===== config.mk =====
export PLATFORM = sky130hd
export DESIGN_NAME = sc_mem_arbiter
export DESIGN_NICKNAME = d
export VERILOG_FILES = /design/src/rtl/sc_mem_arbiter.sv
export SDC_FILE = /design/constraint.sdc
export NUM_CORES = 1
export LEC_CHECK = 0
export CORE_MARGIN = 2
export CORE_UTILIZATION = 45
export DETAILED_ROUTE_END_ITERATION = 10
export GPL_TIMING_DRIVEN = 0
export PLACE_DENSITY = 0.95
export SLEW_MARGIN = 20
export SYNTH_ARGS = -nofsm -noshare
export SYNTH_HDL_FRONTEND = slang
export SYNTH_SLANG_ARGS = --single-unit

===== constraint.sdc =====
create_clock -name SC_MemArbiter_CLOCK_50 -period 5.2 [get_ports SC_MemArbiter_CLOCK_50]
set_input_delay 1.04 -clock SC_MemArbiter_CLOCK_50 [delete_from_list [all_inputs] [get_ports SC_MemArbiter_CLOCK_50]]
set_output_delay 1.04 -clock SC_MemArbiter_CLOCK_50 [all_outputs]
set_load 0.01 [all_outputs]

===== src/rtl/sc_mem_arbiter.sv =====
// rtl/sc_mem_arbiter.sv - single-port main-memory access controller and CPU/loader arbiter
//
// Purpose: shares one single-port memory between the microprogrammed control
// unit (MIR RD/WR strobes) and the external program-loader port. Each access
// holds the memory strobes for WAIT_STATES+1 cycles, then a one-cycle Done.
// The control unit is stalled until its own access reaches Done.
//
// Ports:
//   SC_MemArbiter_CLOCK_50          clock, rising edge
//   SC_MemArbiter_RESET_InLow       asynchronous active-low reset
//   SC_MemArbiter_CPU_*             control-unit side: RD/WR strobes, address,
//                                   write data, registered read data, Stall, Done
//   SC_MemArbiter_LD_*              loader side: level request, op, address,
//                                   write data, registered read data, Grant, Done
//   SC_MemArbiter_MEM_*             memory side: latched address/write data,
//                                   read data in, read/write strobes
module sc_mem_arbiter #(
  parameter int DATAWIDTH_ADDR = 32,
  parameter int DATAWIDTH_DATA = 32,
  parameter int WAIT_STATES    = 2,
  parameter int STARVE_LIMIT   = 4
) (
  input  logic                      SC_MemArbiter_CLOCK_50,
  input  logic                      SC_MemArbiter_RESET_InLow,
  input  logic                      SC_MemArbiter_CPU_Read_InHigh,
  input  logic                      SC_MemArbiter_CPU_Write_InHigh,
  input  logic [DATAWIDTH_ADDR-1:0] SC_MemArbiter_CPU_Addr_InBUS,
  input  logic [DATAWIDTH_DATA-1:0] SC_MemArbiter_CPU_Data_InBUS,
  output logic [DATAWIDTH_DATA-1:0] SC_MemArbiter_CPU_Data_OutBUS,
  output logic                      SC_MemArbiter_CPU_Stall_OutHigh,
  output logic                      SC_MemArbiter_CPU_Done_OutHigh,
  input  logic                      SC_MemArbiter_LD_Req_InHigh,
  input  logic                      SC_MemArbiter_LD_Write_InHigh,
  input  logic [DATAWIDTH_ADDR-1:0] SC_MemArbiter_LD_Addr_InBUS,
  input  logic [DATAWIDTH_DATA-1:0] SC_MemArbiter_LD_Data_InBUS,
  output logic [DATAWIDTH_DATA-1:0] SC_MemArbiter_LD_Data_OutBUS,
  output logic                      SC_MemArbiter_LD_Grant_OutHigh,
  output logic                      SC_MemArbiter_LD_Done_OutHigh,
  output logic [DATAWIDTH_ADDR-1:0] SC_MemArbiter_MEM_Addr_OutBUS,
  output logic [DATAWIDTH_DATA-1:0] SC_MemArbiter_MEM_Data_OutBUS,
  input  logic [DATAWIDTH_DATA-1:0] SC_MemArbiter_MEM_Data_InBUS,
  output logic                      SC_MemArbiter_MEM_Read_OutHigh,
  output logic                      SC_MemArbiter_MEM_Write_OutHigh
);

  typedef enum logic [1:0] {
    IDLE   = 2'd0,
    ACCESS = 2'd1,
    DONE   = 2'd2
  } stateT;

  localparam logic [3:0] WAIT_LOAD   = 4'(WAIT_STATES);
  localparam logic [3:0] STARVE_MAX  = 4'(STARVE_LIMIT);

  stateT      state;
  logic       ownerLd;    // 1 = loader owns the current access
  logic       opWrite;    // latched operation of the current access
  logic [3:0] waitCnt;
  logic [3:0] starveCnt;  // CPU grants issued while the loader was waiting

  logic cpuReq;
  logic grantLd;

  assign cpuReq = SC_MemArbiter_CPU_Read_InHigh | SC_MemArbiter_CPU_Write_InHigh;

  // Loader wins when it is alone, or when the CPU has used up its quota of
  // consecutive grants against a pending loader.
  assign grantLd = SC_MemArbiter_LD_Req_InHigh &
                   (~cpuReq | (starveCnt == STARVE_MAX));

  // Combinational so the MIR advances exactly in the CPU's Done cycle and
  // stays frozen through reset while the strobes are held.
  assign SC_MemArbiter_CPU_Stall_OutHigh = cpuReq & ~((state == DONE) & ~ownerLd);

  always_ff @(posedge SC_MemArbiter_CLOCK_50 or negedge SC_MemArbiter_RESET_InLow) begin
    if (!SC_MemArbiter_RESET_InLow) begin
      state                           <= IDLE;
      ownerLd                         <= 1'b0;
      opWrite                         <= 1'b0;
      waitCnt                         <= 4'd0;
      starveCnt                       <= 4'd0;
      SC_MemArbiter_CPU_Data_OutBUS   <= '0;
      SC_MemArbiter_CPU_Done_OutHigh  <= 1'b0;
      SC_MemArbiter_LD_Data_OutBUS    <= '0;
      SC_MemArbiter_LD_Grant_OutHigh  <= 1'b0;
      SC_MemArbiter_LD_Done_OutHigh   <= 1'b0;
      SC_MemArbiter_MEM_Addr_OutBUS   <= '0;
      SC_MemArbiter_MEM_Data_OutBUS   <= '0;
      SC_MemArbiter_MEM_Read_OutHigh  <= 1'b0;
      SC_MemArbiter_MEM_Write_OutHigh <= 1'b0;
    end else begin
      case (state)
        IDLE: begin
          if (!SC_MemArbiter_LD_Req_InHigh) begin
            starveCnt <= 4'd0;
          end
          if (grantLd) begin
            ownerLd                         <= 1'b1;
            opWrite                         <= SC_MemArbiter_LD_Write_InHigh;
            SC_MemArbiter_MEM_Addr_OutBUS   <= SC_MemArbiter_LD_Addr_InBUS;
            SC_MemArbiter_MEM_Data_OutBUS   <= SC_MemArbiter_LD_Data_InBUS;
            SC_MemArbiter_MEM_Write_OutHigh <= SC_MemArbiter_LD_Write_InHigh;
            SC_MemArbiter_MEM_Read_OutHigh  <= ~SC_MemArbiter_LD_Write_InHigh;
            SC_MemArbiter_LD_Grant_OutHigh  <= 1'b1;
            waitCnt                         <= WAIT_LOAD;
            starveCnt                       <= 4'd0;
            state                           <= ACCESS;
          end else if (cpuReq) begin
            // RD and WR together resolve to a write.
            ownerLd                         <= 1'b0;
            opWrite                         <= SC_MemArbiter_CPU_Write_InHigh;
            SC_MemArbiter_MEM_Addr_OutBUS   <= SC_MemArbiter_CPU_Addr_InBUS;
            SC_MemArbiter_MEM_Data_OutBUS   <= SC_MemArbiter_CPU_Data_InBUS;
            SC_MemArbiter_MEM_Write_OutHigh <= SC_MemArbiter_CPU_Write_InHigh;
            SC_MemArbiter_MEM_Read_OutHigh  <= ~SC_MemArbiter_CPU_Write_InHigh;
            waitCnt                         <= WAIT_LOAD;
            if (SC_MemArbiter_LD_Req_InHigh && (starveCnt != STARVE_MAX)) begin
              starveCnt <= starveCnt + 4'd1;
            end
            state                           <= ACCESS;
          end
        end

        ACCESS: begin
          if (waitCnt == 4'd0) begin
            SC_MemArbiter_MEM_Read_OutHigh  <= 1'b0;
            SC_MemArbiter_MEM_Write_OutHigh <= 1'b0;
            if (!opWrite) begin
              if (ownerLd) begin
                SC_MemArbiter_LD_Data_OutBUS  <= SC_MemArbiter_MEM_Data_InBUS;
              end else begin
                SC_MemArbiter_CPU_Data_OutBUS <= SC_MemArbiter_MEM_Data_InBUS;
              end
            end
            if (ownerLd) begin
              SC_MemArbiter_LD_Done_OutHigh  <= 1'b1;
            end else begin
              SC_MemArbiter_CPU_Done_OutHigh <= 1'b1;
            end
            state <= DONE;
          end else begin
            waitCnt <= waitCnt - 4'd1;
          end
        end

        DONE: begin
          // Requests are not sampled here; the requester changes its inputs
          // during this cycle.
          SC_MemArbiter_CPU_Done_OutHigh <= 1'b0;
          SC_MemArbiter_LD_Done_OutHigh  <= 1'b0;
          SC_MemArbiter_LD_Grant_OutHigh <= 1'b0;
          state                          <= IDLE;
        end

        default: begin
          state <= IDLE;
        end
      endcase
    end
  end

endmodule


# Yosys cells after proc, flatten, opt, wreduce, memory -nomap -nowiden
# Cells that the tools add are included.
dict set report totals {
  reg_bits 145
  output_inout_bits 134
}
dict set report op_classes {
  addsub 2
  n_eq_ne 10
  n_mux 33
  n_bitwise 11
  reduce_logical 16
}
# op count
set op_table {}
lappend op_table {{2-to-1 mux 32 bit} 4}
lappend op_table {{2-to-1 mux 4 bit} 7}
lappend op_table {{2-to-1 mux 1 bit} 12}
lappend op_table {{AND reduction 3 bit} 4}
lappend op_table {{inequality test 2 bit (second input constant)} 5}
lappend op_table {{case mux 1 bit (2 select lines)} 5}
lappend op_table {{case mux 4 bit (2 select lines)} 1}
lappend op_table {{AND reduction 4 bit} 2}
lappend op_table {{nonzero test 2 bit} 4}
lappend op_table {{2-to-1 mux 2 bit} 3}
lappend op_table {{NOT 1 bit} 6}
lappend op_table {{AND reduction 2 bit} 3}
lappend op_table {{adder 4 x 1 -> 4 bit (second input constant)} 1}
lappend op_table {{equality test 4 x 3 -> 1 bit (second input constant)} 1}
lappend op_table {{logical NOT 4 bit} 1}
lappend op_table {{inequality test 4 x 3 -> 1 bit (second input constant)} 1}
lappend op_table {{case mux 2 bit (2 select lines)} 1}
lappend op_table {{subtractor 4 x 1 -> 4 bit (second input constant)} 1}
lappend op_table {{bitwise AND 1 bit} 3}
lappend op_table {{inequality test 3 bit (second input constant)} 1}
lappend op_table {{equality test 2 x 1 -> 1 bit (second input constant)} 1}
lappend op_table {{equality test 2 bit (second input constant)} 1}
lappend op_table {{logical NOT 2 bit} 1}
lappend op_table {{bitwise OR 1 bit} 2}
lappend op_table {{logical AND 1 bit} 1}

# Logic depth before layout (Yosys ltp)
dict set report depth {
  word_depth 6
  ltp_mapped 8
  ltp_nobuf 6
}

# Worst setup path before layout
# Ideal clock, no wire load.
dict set report synth_path {
  kind {input port to flip-flop}
  startpoint {input SC_MemArbiter_LD_Req_InHigh}
  endpoint {register SC_MemArbiter_MEM_Addr_OutBUS[10]}
  setup_ps 126
  arrival_ps 2225
  path_slack_ps 2849
  cell_stages 8
  path_buffers 4
  path_cell_list {or3_1 -> buf_2 -> and2_1 -> buf_6 -> buf_6 -> buf_2 -> nor2_1 -> a31oi_1}
}
dict set report synth_between {
  elab_chain_cells 3
  elab_cells_between_ends 4
}
# item line_no
set synth_rtl {}
lappend synth_rtl {{start: declaration} 32} ;# input logic SC_MemArbiter_LD_Req_InHigh,
lappend synth_rtl {{bitwise AND 1 bit (*)} 68} ;# assign grantLd = SC_MemArbiter_LD_Req_InHigh &
lappend synth_rtl {{nonzero test 2 bit (no source line)} n/a}
lappend synth_rtl {{AND reduction 2 bit (no source line)} n/a}
lappend synth_rtl {{end signal: assignment} 100} ;# SC_MemArbiter_MEM_Addr_OutBUS <= SC_MemArbiter_LD_Addr_InBUS;
lappend synth_rtl {{end signal: assignment} 112} ;# SC_MemArbiter_MEM_Addr_OutBUS <= SC_MemArbiter_CPU_Addr_InBUS;
lappend synth_rtl {{end: declaration} 39} ;# output logic [DATAWIDTH_ADDR-1:0] SC_MemArbiter_MEM_Addr_OutBUS,
# Mark *: on every way between the ends. The rest lies on a longest branch, timed or not.
# A chain may end at the register's enable or synchronous reset.

# Worst setup path in the final report
dict set report layout_path {
  startpoint {input SC_MemArbiter_CPU_Write_InHigh}
  endpoint {output SC_MemArbiter_CPU_Stall_OutHigh}
}
dict set report layout_between {
  elab_chain_cells 2
}
# item line_no
set layout_rtl {}
lappend layout_rtl {{start: declaration} 26} ;# input logic SC_MemArbiter_CPU_Write_InHigh,
lappend layout_rtl {{bitwise OR 1 bit} 64} ;# assign cpuReq = SC_MemArbiter_CPU_Read_InHigh | SC_MemArbiter_CPU_Write_InHigh;
lappend layout_rtl {{bitwise AND 1 bit} 73} ;# assign SC_MemArbiter_CPU_Stall_OutHigh = cpuReq & ~((state == DONE) & ~ownerLd);
lappend layout_rtl {{end: declaration} 30} ;# output logic SC_MemArbiter_CPU_Stall_OutHigh,
# No other way between the ends.

==> results.md <==
- Result of the run: completed
- Final routed wire length divided by cell count: 18.7 um
- Non-filler cells, final: 1112
- Minimum setup slack in the final design: 1.69 ns
- Critical path launch point type: primary input
- Clock insertion delay at the later pin of the skew report: 0.42 ns
- Clock transition at the register clock pins on the worst setup and hold paths after CTS: 0.06 ns
- Xor-xnor portion of the synthesized cell area: 0
- GR Util All Layers: 0.280
- Synth Area per Inst: 10.6 um2
- Worst vdd rail ir drop: 0.295 mV
- Worst slew pin tran: 0.604 ns
- Die Y-Extent: 123 um
- Category of the worst setup path capture point: primary output
- Post-route antenna net violation count: 0
- Combinational family with the most area after synthesis: simple AND/OR/NAND/NOR gates
- Synthesized area: 6350 um2
- Aggregate global routing overflow: 0
- Fraction of registers with async set/reset: 1.00
- Number of hold-slack violations in the final timing report: 0
- Highest-count cells in the layout ignoring fill and taps: sky130_fd_sc_hd__clkdlybuf4s50_1 (298), sky130_fd_sc_hd__dfrtp_1 (145), sky130_fd_sc_hd__nand2_1 (137), sky130_fd_sc_hd__nor2_1 (67), sky130_fd_sc_hd__a31oi_1 (65)
- Global-route wire length before repair: 31.6 mm
- Number of flops mapped to enable cells by yosys: 0
- Full die area: 15100 um2
- Commonest non-fill, non-tap cell in the layout: sky130_fd_sc_hd__clkdlybuf4s50_1
- Number of global-route vias before repair: 5939
- FP Rows: 43
- Sequential area share after synthesis: 0.572
- Fraction of the core area covered by cells at the end of the flow: 0.738
- Setup repair after global routing missed its margin: no
- Total detailed-routing wirelength: 20.8 mm
- Minimum period implied by the final worst setup slack: 3.51 ns
- Total of buffers placed on input and output ports: 299
- Min-Delay Path Class: reg -> reg
- CTS root buf: sky130_fd_sc_hd__clkbuf_16
- Placed Instances: 1079
- X dimension of the die: 123 um
- Final Slew Violations: 0
- Routed vias/inst: 5.36
- Peak Freq: 285 MHz
- Pin count of the biggest net entering global routing: 77
- Number of top-level pins: 300
- DR iter-0 viols: 385
- Simple-gate portion of the synthesized area: 0.150
- Leakage Power: 4.30 nW
- Remaining DRCs: 0
- Required @ worst endpoint: 4.16 ns
- Max-capacitance violation count: 0
- Share of synthesized cell area in full adder, half adder and majority cells: 0.0138
- Hold Worst Slack: 0.492 ns
- Maximum clock path buffer count: 2
- Number of H-tree levels: 4
- Number of distinct library cells after synthesis: 43
- RD Place Congestion: 0.844
- Total chip power: 6.05 mW
- Post-cts hold buffer count: 0
- Pre-Repair DR Iteration Count: 8
- Post-CTS setup buffer count: 0
- Number of antenna violations at the first check in global routing: 1
- Post-Place Worst Slack: 1.70 ns
- Layout Nets: 1091
- Clock tree from TritonCTS: done
- Vias post-DR: 5965
- Power per cell area: 592 nW/um2
- Critical Path AT: 2.47 ns
- Num Clock Sinks: 145
- Number of buffers inserted during clock tree synthesis: 17
- Area added between synthesis and finish: 60.8%
- Worst-path maximum fanout: 6
- Count of final setup violators: 0
- Post-synthesis net count: 772
- Flip-flop cell with the highest count after synthesis: sky130_fd_sc_hd__dfrtp_1
- Share of layout cells above drive strength 1: 0.131
- Crit Path Category: in -> out
- Post-DP HPWL: 15.5 mm
- Max_slew headroom: 0.597
- Register bit total from synthesis: 145
- Post-cts sizing count: 0
- Compound-gate portion of the synthesized area: 0.0993
- Proportion of synthesized area in mux cells: 0.118
- Synthesized instance count: 599
- Number of synthesis warnings: 0
- Area of the core region: 13800 um2
- Final period utilization: 0.674
- Final worst clock skew: 0.00869 ns
- Initial core utilization: 0.459
-- cell families after synthesis --
kind of cell / Yosys count
multiplexers: 67
buffers and inverters: 50
adder cells (fa/ha/maj): 7
AO/OA/AOI/OAI: 100
AND/OR/NAND/NOR: 230
flip-flops: 145
-- worst max-delay path: stages --
cell                              delay [ns]
sky130_fd_sc_hd__clkdlybuf4s50_1        0.56
sky130_fd_sc_hd__nor2_1                 0.10
sky130_fd_sc_hd__a21oi_1                0.17
sky130_fd_sc_hd__clkdlybuf4s50_1        0.59
-- per-stage QoR --
stage / setup TNS [ns] / instance area, um2
floorplan: 0 / 6350
global placement: -381.92 / 9570
detailed placement: 0 / 9600
CTS: 0 / 10200
global route: 0 / 10200
finish: 0 / 10200
-- synth_stat cells, types with 2 or more instances --
master	count	area, um2
sky130_fd_sc_hd__o22ai_1	2	12.5
sky130_fd_sc_hd__nor3_1	2	10.0
sky130_fd_sc_hd__nor2_1	67	251
sky130_fd_sc_hd__nand2_1	137	514
sky130_fd_sc_hd__a31oi_1	65	407
sky130_fd_sc_hd__mux2i_1	2	20.0
sky130_fd_sc_hd__nand3b_1	2	15.0
sky130_fd_sc_hd__a22o_1	2	17.5
sky130_fd_sc_hd__dfrtp_1	145	3630
sky130_fd_sc_hd__nand3_1	6	30.0
sky130_fd_sc_hd__buf_6	12	135
sky130_fd_sc_hd__or3_1	2	12.5
sky130_fd_sc_hd__ha_1	7	87.6
sky130_fd_sc_hd__o21ai_0	8	40.0
sky130_fd_sc_hd__o31ai_1	2	15.0
sky130_fd_sc_hd__clkbuf_1	15	56.3
sky130_fd_sc_hd__o21a_1	2	15.0
sky130_fd_sc_hd__inv_1	11	41.3
sky130_fd_sc_hd__mux2_2	64	721
sky130_fd_sc_hd__nor3b_1	3	22.5
sky130_fd_sc_hd__a21oi_1	10	50.1
sky130_fd_sc_hd__nand4_1	2	12.5
sky130_fd_sc_hd__buf_2	10	50.1
sky130_fd_sc_hd__o211ai_1	2	15.0
-- sequential cells by signal (all words and copies together) (netlist names) --
signal                           cells
SC_MemArbiter_MEM_Data_OutBUS       32
state                                2
SC_MemArbiter_MEM_Addr_OutBUS       32
ownerLd                              1
SC_MemArbiter_MEM_Read_OutHigh       1
SC_MemArbiter_LD_Done_OutHigh        1
SC_MemArbiter_MEM_Write_OutHigh      1
opWrite                              1
SC_MemArbiter_LD_Grant_OutHigh       1
SC_MemArbiter_CPU_Data_OutBUS       32
SC_MemArbiter_LD_Data_OutBUS        32
SC_MemArbiter_CPU_Done_OutHigh       1
starveCnt                            4
waitCnt                              4
-- final cells by class --
cell class | count | area [um2]
diodes | 1 | 2.50
plain buffers | 39 | 253
clock buffers | 17 | 425
clock inverters | 15 | 183
fillers | 878 | 3620
inverters | 11 | 41.3
multi-input cells | 404 | 2420
flip-flops and latches | 145 | 3630
well taps | 180 | 225
repair buffers | 300 | 3030
-- per-layer routing --
layer	global-route usage	wire, um
met2	0.489	10700
met3	0.0860	1940
met5	0	0
met4	0.121	658
met1	0.313	7510
-- power by group --
part / internal [mW] / switching [mW]
registers: 1.68 / 0.351
clock network: 0.760 / 0.502
logic: 1.53 / 1.22
-- final timing paths --
path                                            startpoint                          endpoint  slack (ns)  cells after the start
setup / recovery            SC_MemArbiter_CPU_Write_InHigh   SC_MemArbiter_CPU_Stall_OutHigh        1.69                      4
hold / removal             SC_MemArbiter_MEM_Write_OutHigh   SC_MemArbiter_MEM_Write_OutHigh        0.49                      2
setup reg to reg                                waitCnt[0]  SC_MemArbiter_CPU_Data_OutBUS[4]        2.77                      7
hold reg to reg            SC_MemArbiter_MEM_Write_OutHigh   SC_MemArbiter_MEM_Write_OutHigh        0.49                      2
max in group asynchronous        SC_MemArbiter_RESET_InLow                      starveCnt[3]        3.87                      2
min in group asynchronous        SC_MemArbiter_RESET_InLow   SC_MemArbiter_LD_Data_OutBUS[4]        0.57                      1
No activity file was read; power rests on OpenSTA's default activity.
